$ cat config.mk
export PLATFORM = sky130hd
export DESIGN_NAME = score_display
export DESIGN_NICKNAME = d
export VERILOG_FILES = /design/src/rtl/score_display.sv
export SDC_FILE = /design/constraint.sdc
export NUM_CORES = 1
export LEC_CHECK = 0
export BUFFER_PORTS_ARGS = -buffer_cell sky130_fd_sc_hd__buf_2
export CORE_ASPECT_RATIO = 1.2
export CORE_MARGIN = 5
export CORE_UTILIZATION = 41
export CTS_BUF_LIST = sky130_fd_sc_hd__clkbuf_4
export DETAILED_ROUTE_END_ITERATION = 16
export PLACE_DENSITY = 0.55
export SLEW_MARGIN = 20
export SYNTH_ARGS = -nofsm -noshare
export SYNTH_HDL_FRONTEND = slang
export SYNTH_SLANG_ARGS = --single-unit
$ cat constraint.sdc
create_clock -name clk -period 2.6 [get_ports clk]
set_input_delay 0.52 -clock clk [delete_from_list [all_inputs] [get_ports clk]]
set_output_delay 0.52 -clock clk [all_outputs]
set_load 0.005 [all_outputs]
$ cat src/rtl/score_display.sv
// Four-digit multiplexed seven-segment driver for a two-digit score and a lives
// counter, with a flashing lives digit after each lost life.
module score_display #(
  parameter int SCAN_BITS     = 18,
  parameter int BLINK_BITS    = 24,
  parameter int BLINK_FLASHES = 4
) (
  input  logic       clk,
  input  logic       rst,
  input  logic [3:0] score_ones,
  input  logic [3:0] score_tens,
  input  logic [3:0] lives,
  output logic [3:0] an,
  output logic [6:0] ssd,
  output logic       dp
);

  localparam int FLASH_W = $clog2(2 * BLINK_FLASHES + 1);
  localparam logic [FLASH_W-1:0] FLASH_LOAD = FLASH_W'(2 * BLINK_FLASHES);
  localparam logic [6:0] SEG_BLANK = 7'b1111111;
  localparam logic [6:0] SEG_DASH  = 7'b1111110;

  typedef enum logic {IDLE, BLINK} blink_state_e;

  logic [3:0]            ones_q, tens_q, lives_q, lives_prev_q;
  logic [SCAN_BITS-1:0]  scan_q;
  logic [1:0]            sel;
  blink_state_e          state_q, state_d;
  logic [BLINK_BITS-1:0] blink_cnt_q, blink_cnt_d;
  logic [FLASH_W-1:0]    flashes_q, flashes_d;
  logic [3:0]            an_q, an_d;
  logic [6:0]            ssd_q, ssd_d;
  logic                  life_loss;
  logic                  lives_blank;

  // Anything that is not a clean 0-9 (including X/Z in simulation) falls to the dash.
  function automatic logic [6:0] seg_decode(input logic [3:0] v);
    logic [6:0] s;
    case (v)
      4'd0:    s = 7'b0000001;
      4'd1:    s = 7'b1001111;
      4'd2:    s = 7'b0010010;
      4'd3:    s = 7'b0000110;
      4'd4:    s = 7'b1001100;
      4'd5:    s = 7'b0100100;
      4'd6:    s = 7'b0100000;
      4'd7:    s = 7'b0001111;
      4'd8:    s = 7'b0000000;
      4'd9:    s = 7'b0000100;
      default: s = SEG_DASH;
    endcase
    return s;
  endfunction

  assign sel         = scan_q[SCAN_BITS-1 -: 2];
  assign life_loss   = (lives_q < lives_prev_q) && (lives_q <= 4'd9) && (lives_prev_q <= 4'd9);
  assign lives_blank = (state_q == BLINK) && !flashes_q[0];

  always_comb begin
    state_d     = state_q;
    blink_cnt_d = blink_cnt_q;
    flashes_d   = flashes_q;
    // A fresh loss outranks everything, including the last flash expiring.
    if (life_loss) begin
      state_d     = BLINK;
      blink_cnt_d = '0;
      flashes_d   = FLASH_LOAD;
    end else if (state_q == BLINK) begin
      blink_cnt_d = blink_cnt_q + BLINK_BITS'(1);
      if (blink_cnt_q == '1) begin
        if (flashes_q <= FLASH_W'(1)) begin
          flashes_d = '0;
          state_d   = IDLE;
        end else begin
          flashes_d = flashes_q - FLASH_W'(1);
        end
      end
    end
  end

  always_comb begin
    an_d  = 4'b1111;
    ssd_d = SEG_BLANK;
    case (sel)
      2'd0: begin
        an_d  = 4'b1110;
        ssd_d = seg_decode(ones_q);
      end
      2'd1: begin
        an_d = 4'b1101;
        if (tens_q == 4'd0) ssd_d = SEG_BLANK;
        else                ssd_d = seg_decode(tens_q);
      end
      2'd2: begin
        an_d  = 4'b1011;
        ssd_d = SEG_BLANK;
      end
      default: begin
        an_d = 4'b0111;
        if (lives_blank) ssd_d = SEG_BLANK;
        else             ssd_d = seg_decode(lives_q);
      end
    endcase
  end

  always_ff @(posedge clk or posedge rst) begin
    if (rst) begin
      ones_q       <= '0;
      tens_q       <= '0;
      lives_q      <= '0;
      lives_prev_q <= '0;
      scan_q       <= '0;
      state_q      <= IDLE;
      blink_cnt_q  <= '0;
      flashes_q    <= '0;
      an_q         <= 4'b1111;
      ssd_q        <= SEG_BLANK;
    end else begin
      ones_q       <= score_ones;
      tens_q       <= score_tens;
      lives_q      <= lives;
      lives_prev_q <= lives_q;
      scan_q       <= scan_q + SCAN_BITS'(1);
      state_q      <= state_d;
      blink_cnt_q  <= blink_cnt_d;
      flashes_q    <= flashes_d;
      an_q         <= an_d;
      ssd_q        <= ssd_d;
    end
  end

  assign an  = an_q;
  assign ssd = ssd_q;
  assign dp  = 1'b1;

endmodule

==> results.ini <==
[worst_setup_path]
cp-end-kind = register
worstPathRequired_ns = 2.95
path_cells = ha_1 > nand2_1 > or4_1 > or4_1 > a21oi_1
cp_max_fo = 17
worstPathArrival_ns = 2.69
slowest_stage = or4_1
start_kind = register
cpMostUsedCell = or4_1
critPathTopFamily = simple AND/OR/NAND/NOR gates
path_class = reg -> reg
slowest_delay_ns = 0.76
crit_buf_inv = 0

[clocking]
cts_tree = yes
clk_pin_slew_ns = 0.13
root_buffer = clkbuf_4
cts_resized = 0
cts_buffer_depth = 2
clock-sinks = 74
h-tree-depth = 3
insertion_delay_ns = 0.43
cts_hold_buf = 1
post_cts_buffers = 0
cts_made_buffers = 9

[timing]
maxSlewHeadroom_pct = 50.7
setup_viol = 0
fin_crit_sh_pct = 90.1
setup_tns_ns = 0
tightestPinTransition_ns = 0.733
fmax_ghz = 0.427
grt_setup_unrepaired = false
maxSlewViolCount = 0
timing.final.crit_period_ns = 2.34
hold_viol_final = 0
skew_ns = 0.0129

[synthesis]
syn_area_sq_um = 3830
yosysUniqueCellTypes = 57
synth-edff-count = 0
synthCells = 383
yosysWarnings = 0
ys_seq_area_share_pct = 48.7
yosysTopAreaCellShare_pct = 41.1
synth_top_area_cell = dfrtp_1
synth_fp_nets = 420
async_flop_share_pct = 100
netlist_top_cells_area = dfrtp_1, dfstp_2, ha_1
synth_seq_cells = 74
ys.flop_type = dfrtp_1
syn_avg_cell_area_sq_um = 10.0

[die]
initial_utilization_pct = 42.2
die-width_um = 98.3
ios = 26
dieHeight_um = 116
rows = 38
die-area_sq_um = 11400
coreArea_sq_um = 9080

[final_layout]
n_antenna_cell = 0
layout_common_cells = dfrtp_1, nor2_1, a21oi_1
layout_commonest_cell = dfrtp_1
fill_cells = 879
nNetsFinal = 446
drive_gt1_share_pct = 16.9
utilization_pct = 47.1
syn2layout_area_growth_pct = 11.7

[grt]
grt-ovfl-total = 0
antenna_found_initial = 0
track_usage_pct = 13.9
grt_max_degree = 63
first_global_vias = 2768
grt_first_pass_wirelength_um = 12800

[run]
drv_cap = 0

[placed_design]
port_buffers = 24
hpwl_um = 5060
gp_congestion = 0.812

[routing]
vias = 2755
detail_route.drc_violations = 0
drtIter0Drc = 55
wl_per_cell_um = 13.5
drtPass1Iterations = 4
viasPerCell = 5.16
drtAntennaViolNets = 0
wirelength_um = 7230

[outcome]
status = finished clean

[power]
ir_drop_mv = 0.263
power.leakage_uw = 0.00183
p_per_area_nw_per_um2 = 560

[hold_path]
hold_path_class = in -> reg

==> per-layer routing <==
layer  vias to the layer above  track usage [%]  part of all wire [%]
li1                       1411                -                     -
met1                      1305             17.4                    46
met2                        30             23.6                    50
met3                         9             3.13                   2.8
met4                         0             5.19                   1.5
met5                         -                0                     0
==> flip-flops by register name, summed over array words and instances (netlist names) <==
| signal | count |
|---|---|
| ssd | 7 |
| lives_prev_q | 4 |
| scan_q | 18 |
| state_q | 1 |
| ones_q | 4 |
| blink_cnt_q | 24 |
| tens_q | 4 |
| an | 4 |
| flashes_q | 4 |
| lives_q | 4 |
==> synth_stat cells (3+ instances only) <==
| library cell | number |
|---|---|
| a21oi_1 | 25 |
| and3_1 | 3 |
| clkbuf_1 | 10 |
| dfrtp_1 | 63 |
| dfstp_2 | 11 |
| ha_1 | 23 |
| inv_1 | 25 |
| nand2_1 | 24 |
| nand2b_1 | 10 |
| nand3_1 | 16 |
| nand4_1 | 9 |
| nor2_1 | 29 |
| nor2b_1 | 4 |
| nor3_1 | 10 |
| nor4_1 | 3 |
| o21ai_0 | 16 |
| o31ai_1 | 9 |
| or2_2 | 4 |
| or3_1 | 4 |
| or4_1 | 11 |
| or4_2 | 3 |
| xnor2_1 | 17 |
| xor2_1 | 10 |
==> per-stage QoR <==
stage / hold WS [ns] / setup slack [ns] / instance area (sq um) / power (uW) / cells
finish: 0.185 / 0.258 / 4280 / 2400 / 534
global route: 0.150 / 0.0439 / 4280 / 2540 / 534
CTS: 0.153 / 0.228 / 4280 / 2450 / 534
detailed placement: 0.464 / 0.254 / 4080 / 1500 / 517
global placement: 0.460 / 0.335 / 4080 / 1500 / 517
floorplan: 0.413 / 0.217 / 3830 / 1430 / 383
==> area by class of cell <==
type                    count  area [sq um]  share of cell area, %
inverters                  25          93.8                   2.19
well taps                 120           150                   3.51
clock buffers              10          75.1                   1.75
flip-flops and latches     74          1870                   43.6
clock inverters             6           115                   2.69
multi-input cells         268          1790                   41.9
repair buffers             31           188                   4.38
==> worst register-to-register path: stages, from the launching register on <==
cell     delay, ns
dfrtp_1       0.41
ha_1          0.23
nand2_1       0.13
or4_1         0.76
or4_1         0.58
a21oi_1       0.17
==> where the power goes <==
group | switching [uW] | internal, uW
clock | 418 | 501
combinational | 126 | 94.9
sequential | 51.2 | 1210
==> worst paths after layout <==
| check | start | to | slack [ns] | depth (start not counted) |
|---|---|---|---|---|
| min in group asynchronous | rst | scan_q[7] | 0.56 | 3 |
| max in group asynchronous | rst | ssd[6] | 1.37 | 4 |
| worst min register to register | scan_q[14] | scan_q[14] | 0.48 | 1 |
| worst max-delay path | blink_cnt_q[0] | blink_cnt_q[22] | 0.26 | 5 |
| worst max register to register | blink_cnt_q[0] | blink_cnt_q[22] | 0.26 | 5 |
| worst min-delay path | score_tens[2] | tens_q[2] | 0.18 | 1 |
==> cell families after synthesis <==
| logic type | count (synthesis) | share of synthesized area, % |
|---|---|---|
| and+or+nand+nor | 138 | 19.4 |
| buffers and inverters | 41 | 4.57 |
| adders and majority gates | 23 | 7.51 |
| muxes | 2 | 0.555 |
| DFF | 74 | 48.7 |
| other | 1 | 0.0978 |
| AOI/OAI and AO/OA | 77 | 13.1 |
| xor gates and xnor gates | 27 | 6.17 |
Note: power is estimated with default switching activity, not from simulation.
